--- src/rtl/dsm_sample_scheduler_if.sv ---
// Sample-source / modulator bus of the DSM sample scheduler.
// master: sources, prescaler and host side; slave: the scheduler.
interface dsm_sample_scheduler_if #(
    parameter int NCH = 4,
    parameter int DW  = 16
);
    localparam int GW = $clog2(NCH);

    logic              en_1m;
    logic [NCH-1:0]    req;
    logic [NCH*DW-1:0] din;
    logic              miss_clr;
    logic [NCH-1:0]    ack;
    logic [DW-1:0]     dsm_data;
    logic              dsm_load;
    logic [GW-1:0]     grant_id;
    logic [7:0]        miss_cnt;
    logic              err_overrun;

    modport master (
        output en_1m, req, din, miss_clr,
        input  ack, dsm_data, dsm_load, grant_id, miss_cnt, err_overrun
    );

    modport slave (
        input  en_1m, req, din, miss_clr,
        output ack, dsm_data, dsm_load, grant_id, miss_cnt, err_overrun
    );
endinterface

--- src/rtl/dsm_sample_scheduler.sv ---
// Round-robin sample scheduler feeding the DSM modulator, one grant per en_1m tick.
// Optional DSM_SCHED_PRIO_EN: source 0 strict priority, others round-robin.
module dsm_sample_scheduler #(
    parameter int NCH = 4,
    parameter int DW  = 16
) (
    input  logic rst_n,
    input  logic clk50m,
    dsm_sample_scheduler_if.slave bus
);
    localparam int GW = $clog2(NCH);

    typedef enum logic {
        IDLE,
        LOAD
    } state_t;

    state_t            state, state_next;
    logic [GW-1:0]     grant_id_q;
    logic [GW-1:0]     winner;
    logic [GW-1:0]     idx;
    logic              found;
    logic              grant_en;
    logic              miss_inc;
    logic              overrun_set;
    logic [NCH-1:0]    ack_q;
    logic [DW-1:0]     dsm_data_q;
    logic              dsm_load_q;
    logic [7:0]        miss_cnt_q;
    logic              err_overrun_q;

`ifdef DSM_SCHED_PRIO_EN
    // Pointer over sources 1..NCH-1 only; source-0 grants leave it untouched.
    logic [GW-1:0]     rr_ptr;

    always_comb begin
        winner = grant_id_q;
        idx    = '0;
        found  = 1'b0;
        if (bus.req[0]) begin
            winner = '0;
            found  = 1'b1;
        end else begin
            for (int unsigned i = 1; i < NCH; i++) begin
                idx = GW'(((32'(rr_ptr) - 1 + i) % (NCH - 1)) + 1);
                if (!found && bus.req[idx]) begin
                    winner = idx;
                    found  = 1'b1;
                end
            end
        end
    end

    always_ff @(posedge clk50m or negedge rst_n) begin
        if (!rst_n) begin
            rr_ptr <= GW'(NCH - 1);
        end else if (grant_en && winner != '0) begin
            rr_ptr <= winner;
        end
    end
`else
    always_comb begin
        winner = grant_id_q;
        idx    = '0;
        found  = 1'b0;
        for (int unsigned i = 1; i <= NCH; i++) begin
            idx = GW'((32'(grant_id_q) + i) % NCH);
            if (!found && bus.req[idx]) begin
                winner = idx;
                found  = 1'b1;
            end
        end
    end
`endif

    always_ff @(posedge clk50m or negedge rst_n) begin
        if (!rst_n) begin
            state <= IDLE;
        end else begin
            state <= state_next;
        end
    end

    always_comb begin
        state_next  = state;
        grant_en    = 1'b0;
        miss_inc    = 1'b0;
        overrun_set = 1'b0;
        case (state)
            IDLE: begin
                if (bus.en_1m) begin
                    if (|bus.req) begin
                        grant_en   = 1'b1;
                        state_next = LOAD;
                    end else begin
                        miss_inc = 1'b1;
                    end
                end
            end
            LOAD: begin
                // A tick here is dropped; the current grant still completes.
                overrun_set = bus.en_1m;
                state_next  = IDLE;
            end
            default: state_next = IDLE;
        endcase
    end

    always_ff @(posedge clk50m or negedge rst_n) begin
        if (!rst_n) begin
            grant_id_q    <= GW'(NCH - 1);
            ack_q         <= '0;
            dsm_data_q    <= '0;
            dsm_load_q    <= 1'b0;
            miss_cnt_q    <= '0;
            err_overrun_q <= 1'b0;
        end else begin
            ack_q      <= '0;
            dsm_load_q <= 1'b0;
            if (grant_en) begin
                grant_id_q <= winner;
            end
            if (state == LOAD) begin
                dsm_data_q <= bus.din[32'(grant_id_q)*DW +: DW];
                dsm_load_q <= 1'b1;
                ack_q      <= {{(NCH-1){1'b0}}, 1'b1} << grant_id_q;
            end
            if (bus.miss_clr) begin
                miss_cnt_q    <= '0;
                err_overrun_q <= 1'b0;
            end else begin
                if (miss_inc && miss_cnt_q != '1) begin
                    miss_cnt_q <= miss_cnt_q + 8'd1;
                end
                if (overrun_set) begin
                    err_overrun_q <= 1'b1;
                end
            end
        end
    end

    assign bus.ack         = ack_q;
    assign bus.dsm_data    = dsm_data_q;
    assign bus.dsm_load    = dsm_load_q;
    assign bus.grant_id    = grant_id_q;
    assign bus.miss_cnt    = miss_cnt_q;
    assign bus.err_overrun = err_overrun_q;
endmodule

--- src/flat_wrapper.sv ---
// flat-port wrapper written by rule: the top's interface ports become plain ports
module dsm_sample_scheduler_flat 
#(
    parameter int NCH = 4,
    parameter int DW  = 16
)
  (rst_n, clk50m, bus_en_1m, bus_req, bus_din, bus_miss_clr, bus_ack, bus_dsm_data, bus_dsm_load, bus_grant_id, bus_miss_cnt, bus_err_overrun);
  dsm_sample_scheduler_if #(.NCH(NCH), .DW(DW)) bus_i ();
  input  logic rst_n;
  input  logic clk50m;
  input wire logic [$bits(bus_i.en_1m)-1:0] bus_en_1m;
  input wire logic [$bits(bus_i.req)-1:0] bus_req;
  input wire logic [$bits(bus_i.din)-1:0] bus_din;
  input wire logic [$bits(bus_i.miss_clr)-1:0] bus_miss_clr;
  output wire logic [$bits(bus_i.ack)-1:0] bus_ack;
  output wire logic [$bits(bus_i.dsm_data)-1:0] bus_dsm_data;
  output wire logic [$bits(bus_i.dsm_load)-1:0] bus_dsm_load;
  output wire logic [$bits(bus_i.grant_id)-1:0] bus_grant_id;
  output wire logic [$bits(bus_i.miss_cnt)-1:0] bus_miss_cnt;
  output wire logic [$bits(bus_i.err_overrun)-1:0] bus_err_overrun;
  assign bus_i.en_1m = bus_en_1m;
  assign bus_i.req = bus_req;
  assign bus_i.din = bus_din;
  assign bus_i.miss_clr = bus_miss_clr;
  assign bus_ack = bus_i.ack;
  assign bus_dsm_data = bus_i.dsm_data;
  assign bus_dsm_load = bus_i.dsm_load;
  assign bus_grant_id = bus_i.grant_id;
  assign bus_miss_cnt = bus_i.miss_cnt;
  assign bus_err_overrun = bus_i.err_overrun;
  dsm_sample_scheduler #(.NCH(NCH), .DW(DW)) u_core (.rst_n(rst_n), .clk50m(clk50m), .bus(bus_i));
endmodule
--- config.mk ---
export PLATFORM = sky130hd
export DESIGN_NAME = dsm_sample_scheduler_flat
export DESIGN_NICKNAME = d
export VERILOG_FILES = /design/src/rtl/dsm_sample_scheduler_if.sv /design/src/rtl/dsm_sample_scheduler.sv /design/src/flat_wrapper.sv
export SDC_FILE = /design/constraint.sdc
export NUM_CORES = 1
export LEC_CHECK = 0
export ABC_AREA = 1
export CAP_MARGIN = 10
export CORE_UTILIZATION = 43
export CTS_CLUSTER_SIZE = 10
export DETAILED_ROUTE_END_ITERATION = 12
export GPL_ROUTABILITY_DRIVEN = 1
export PLACE_DENSITY = 0.91
export SYNTH_ARGS = -nofsm -noshare
export SYNTH_HDL_FRONTEND = slang
export SYNTH_SLANG_ARGS = --single-unit
--- constraint.sdc ---
create_clock -name clk50m -period 3.72 [get_ports clk50m]
set_input_delay 0.372 -clock clk50m [delete_from_list [all_inputs] [get_ports clk50m]]
set_output_delay 0.372 -clock clk50m [all_outputs]
set_load 0.05 [all_outputs]
Yosys cells after proc, flatten, opt, wreduce, memory -nomap -nowiden --
Cells that the tools add are included.
Word-level totals: register bits 33, latch bits 0, bits in writable memories 0, bits in read-only memories 0, bits of input ports 72, output and inout port bits 32, word-level logic and storage cells 61, memories kept 0
Cells by class: $add $sub $neg 5, multipliers 0, divide/modulo/power cells 0, order comparisons 4, eq/ne operators 1, shift-type cells 2, multiplexer cells 29, bitwise operators 1, reduce and logical (&&, ||, !) cells 12
Operators with widths (number):
- $shiftx A64 B7 Y16 | 1
- $mux W1 | 17
- $mux W8 | 2
- $lt A2 B3 Y1 const B | 4
- $add A8 B1 Y8 const B | 1
- $bmux W1 S2 | 4
- $mux W2 | 4
- $ne A8 B8 Y1 const B | 1
- $add A2 B1 Y2 const B | 2
- $add A2 B2 Y2 const B | 2
- $logic_and A1 B1 Y1 | 4
- $mux W4 | 1
- $reduce_bool A2 Y1 | 2
- $reduce_bool A4 Y1 | 1
- $reduce_or A4 Y1 | 1
- $shl A1 B2 Y4 const A | 1
- $logic_not A1 Y1 | 3
- $pmux W1 S2 | 1
- $reduce_and A2 Y1 | 1
- $not A1 Y1 | 1

Longest topological paths before layout --
depth in word-level cells 14, mapped depth 12, depth with buffers taken out 10

Least setup slack after synthesis --
OpenSTA, ideal clock, no wires.
kind register to register, start point register u_core.grant_id_q[0], in the netlist u_core.bus.grant_id[0], end point register u_core.grant_id_q[1], in the netlist u_core.bus.grant_id[1], arrival 2.057 ns, data required time 3.644 ns, path slack 1.587 ns, cell stages (with the launch flop) 13, buffers on the path 2, period minus slack after synthesis 2.133 ns, path through dfstp_2 inv_1 buf_6 clkbuf_1 ha_1 inv_1 nand3_1 nand2_1 nand2_1 nand2_1 nand3_1 nand2_1 nand2_1
Between the ends: cells in the longest elaborated chain, start to end 14, elaborated cells between the ends (all ways) 27, those cells by class add/sub (4); mux (15); reduce/logical (8)
RTL lines:
- start, declared | line dsm_sample_scheduler.sv:19 | logic [GW-1:0] grant_id_q;
- start signal, assigned | line dsm_sample_scheduler.sv:111 | grant_id_q <= GW'(NCH - 1);
- start signal, assigned | line dsm_sample_scheduler.sv:121 | grant_id_q <= winner;
- $add A2 B1 Y2 | line dsm_sample_scheduler.sv:67 | idx = GW'((32'(grant_id_q) + i) % NCH);
- $bmux W1 S2 | line dsm_sample_scheduler.sv:68 | if (!found && bus.req[idx]) begin
- $mux W1 (not written as such) | line dsm_sample_scheduler.sv:68
- $mux W1 | line dsm_sample_scheduler.sv:68
- $logic_not A1 Y1 | line dsm_sample_scheduler.sv:68
- $logic_and A1 B1 Y1 | line dsm_sample_scheduler.sv:68
- $mux W1 | line dsm_sample_scheduler.sv:68
- $logic_not A1 Y1 | line dsm_sample_scheduler.sv:68
- $logic_and A1 B1 Y1 | line dsm_sample_scheduler.sv:68
- $mux W1 | line dsm_sample_scheduler.sv:68
- $logic_not A1 Y1 | line dsm_sample_scheduler.sv:68
- $logic_and A1 B1 Y1 | line dsm_sample_scheduler.sv:68
- $reduce_bool A4 Y1 (no source line)
- $reduce_and A2 Y1 (no source line)
Several ways; a longest one is shown, not always the timed one. The select of a mux whose other input is x is not followed. A chain may end at the register's enable or synchronous reset.

Worst setup path after layout --
start point register u_core.grant_id_q[0], in the netlist u_core.bus.grant_id[0], end point output port bus_grant_id[0]
RTL lines:
- end, declared | line flat_wrapper.sv:18 | output wire logic [$bits(bus_i.grant_id)-1:0] bus_grant_id;
No word-level cell between the ends.

==> reports/metrics.csv <==
metric;value;unit
total of max-cap violations;0;
Data arrival, critical path;2.23;ns
initial DRC count;198;
number of gates resized after CTS;0;
RSZ-0062 raised after global routing;false;
Critical Path Slowest Stage Cell;dfstp_2;
Cell Area, Synth;2050;sq um
Power Dens Cells;709;nW/um^2
CTS Buffer Depth;2;
CP bufs+invs;1;
Port Buffers;103;
clock root buffer;clkbuf_8;
Max Fclk;384;MHz
Final Hold Viols;0;
Slew @ Worst Pin;0.720;ns
Crit path largest cell delay;1.01;ns
Netlist cell types;23;
Syn Inst Count;300;
Yosys Warn Count;0;
CTS sink cnt;33;
post-synth top area cell;dfrtp_1;
vias in the first global route;2231;
initial antenna violation count;0;
Die ar.;5040;sq um
H-tree Lvls;2;
post-synth top area share;37.9;%
Clk pin slew, worst setup/hold paths;0.07;ns
# setup viols final;0;
register area share after synthesis;40.4;%
height of the die;71.0;um
final worst-path cycle share;70.1;%
worst-path fanout max;41;
Fin Setup TNS;0;ns
fraction of layout cells with a size suffix above 1;4.77;%
routed len/inst;13.4;um
die span in x;71.0;um
overall overflow remaining after global route;0;
largest net degree at the start of global routing;42;
CP startpoint;u_core.bus.grant_id[0];
GPL Wtd Cong;0.890;
Avg Cell Area, Syn;6.83;sq um
final wirelength;6.04;mm
maximum VDD drop;0.000427;V
first-pass iteration count of the detailed router;8;
residual DRC count;7;
Leak;1.44;nW
dpl hpwl;4.36;mm
CTS Hold Bufs;0;
GRT Util Overall;25.7;%
Num CTS Buffers;5;
Worst slew margin;52.0;%
Area Growth Syn to Fin;57.2;%
origin of the critical flop-to-flop path;u_core.bus.grant_id[1];
Clk Latency, worst-skew pair;0.29;ns
CP Cell Sequence;clkdlybuf4s50_1;
worst setup slack after layout;1.11;ns
total power draw;0.00228;W
site row count;24;
vias;2329;
minimum clock period;2.61;ns
skew final;0.00530;ns
top cells by area, synth;dfrtp_1 38%, nor2_1 16%, nand2_1 9.3%;
first-pass GRT wire length;10.1;mm
core area;4470;sq um
Synth Register Bits;33;
outcome;complete, but fails checks;
failing checks;design-rule violations;
ANT nets after route;0;
Layout Nets;474;
CP Capture Type;output port;
Vias/cell;5.18;
n_diodes;0;
Final Slew Violations;0;
io pins;104;
Worst EP required;3.35;ns
Tightest Hold Check Type;input pin to async pin;
CTS tree;yes;
Worst path top cell family by delay;flip-flops;
CP Launch Type;flip-flop;
postcts setup bufs;0;
syn nets;377;
post-placement worst setup slack;1.24;ns
Crit Path Category;flip-flop to output port;
Starting Density;45.8;%
## synthesized netlist by cell type
cell type and instances:
buf_4 1, o21ai_2 1, clkinv_2 1, nor3_1 1
buf_6 1, nor2_1 87, nand2_1 51, a31oi_1 17
buf_2 7, nand3_1 20, nor2_2 1, a21oi_1 2
dfrtp_1 31, inv_1 19, buf_1 3, dfstp_2 2
xor2_1 3, clkbuf_1 4, o21ai_1 1, o21ai_0 38
nand4_1 1, ha_1 5, nand2_2 3
## per-stage QoR
stage	util (%)	instances	cell area [sq um]	hold WS, ns
finish	72.0	450	3220	0.481
global route	72.0	450	3220	0.532
CTS	72.0	450	3220	0.499
detailed placement	69.0	442	3090	0.502
global placement	69.0	442	3090	0.493
floorplan	-	300	2050	0.0764
## cell families (layout without fill, tap and decap cells)
family / Yosys count / count (layout) / synth area share [%]
compound gates: 59 / 59 / 15.6
xor+xnor: 3 / 3 / 1.28
fa+ha+maj: 5 / 5 / 3.05
buf+inv: 36 / 134 / 7.64
flops: 33 / 33 / 40.4
simple gates: 164 / 164 / 31.9
## state kept, by name (all words and copies together) (netlist names)
name and count:
u_core.state 1, u_core.bus.dsm_load 1, u_core.bus.dsm_data 16, u_core.bus.miss_cnt 8
u_core.bus.err_overrun 1, u_core.bus.grant_id 2, u_core.bus.ack 4
## path summary, 6_finish.rpt
kind | slack [ns] | cells after the start | to
min reg2reg | 0.52 | 2 | u_core.bus.err_overrun
max | 1.11 | 1 | bus_grant_id[0]
min in group clk50m | 0.52 | 2 | u_core.bus.err_overrun
min | 0.48 | 2 | u_core.bus.dsm_data[0]
max reg2reg | 1.17 | 10 | u_core.bus.grant_id[1]
max in group asynchronous | 2.90 | 2 | u_core.bus.grant_id[1]
## layout by cell type, fill, tap and decap left out, drive strengths merged
cell type | netlist | routed
ha | 5 | 5
o21ai | 40 | 40
inv | 19 | 19
nand4 | 1 | 1
clkdlybuf4s50 | 0 | 103
a21oi | 2 | 2
clkbuf | 4 | 5
clkinv | 1 | 2
dfrtp | 31 | 31
buf | 12 | 3
a31oi | 17 | 17
nand3 | 20 | 20
xor2 | 3 | 3
dfstp | 2 | 2
nor2 | 88 | 88
nor3 | 1 | 1
bufinv | 0 | 2
nand2 | 54 | 54
## layer usage
layer / track usage (%) / vias to the layer above / routed length, um
li1: - / 1166 / -
met1: 30.7 / 1048 / 2500
met2: 44.3 / 96 / 3000
met3: 5.27 / 19 / 369
met4: 12.0 / 0 / 170
met5: 0 / - / 0
## final cells by class
class	count	area (sq um)
clock inverter	3	65.1
timing repair buffer	106	1050
fill	331	1250
tap	52	65.1
multi-input combinational	231	1060
sequential	33	828
inverter	20	76.3
clock buffer	5	68.8
## power breakdown
group	internal, W	leakage, nW	total (W)	switching (W)
Clock	0.000266	0.0681	0.000405	0.000139
Sequential	0.000473	0.402	0.000617	0.000144
Combinational	0.000452	0.971	0.00126	0.000811
(Power assumes the default switching activity.)
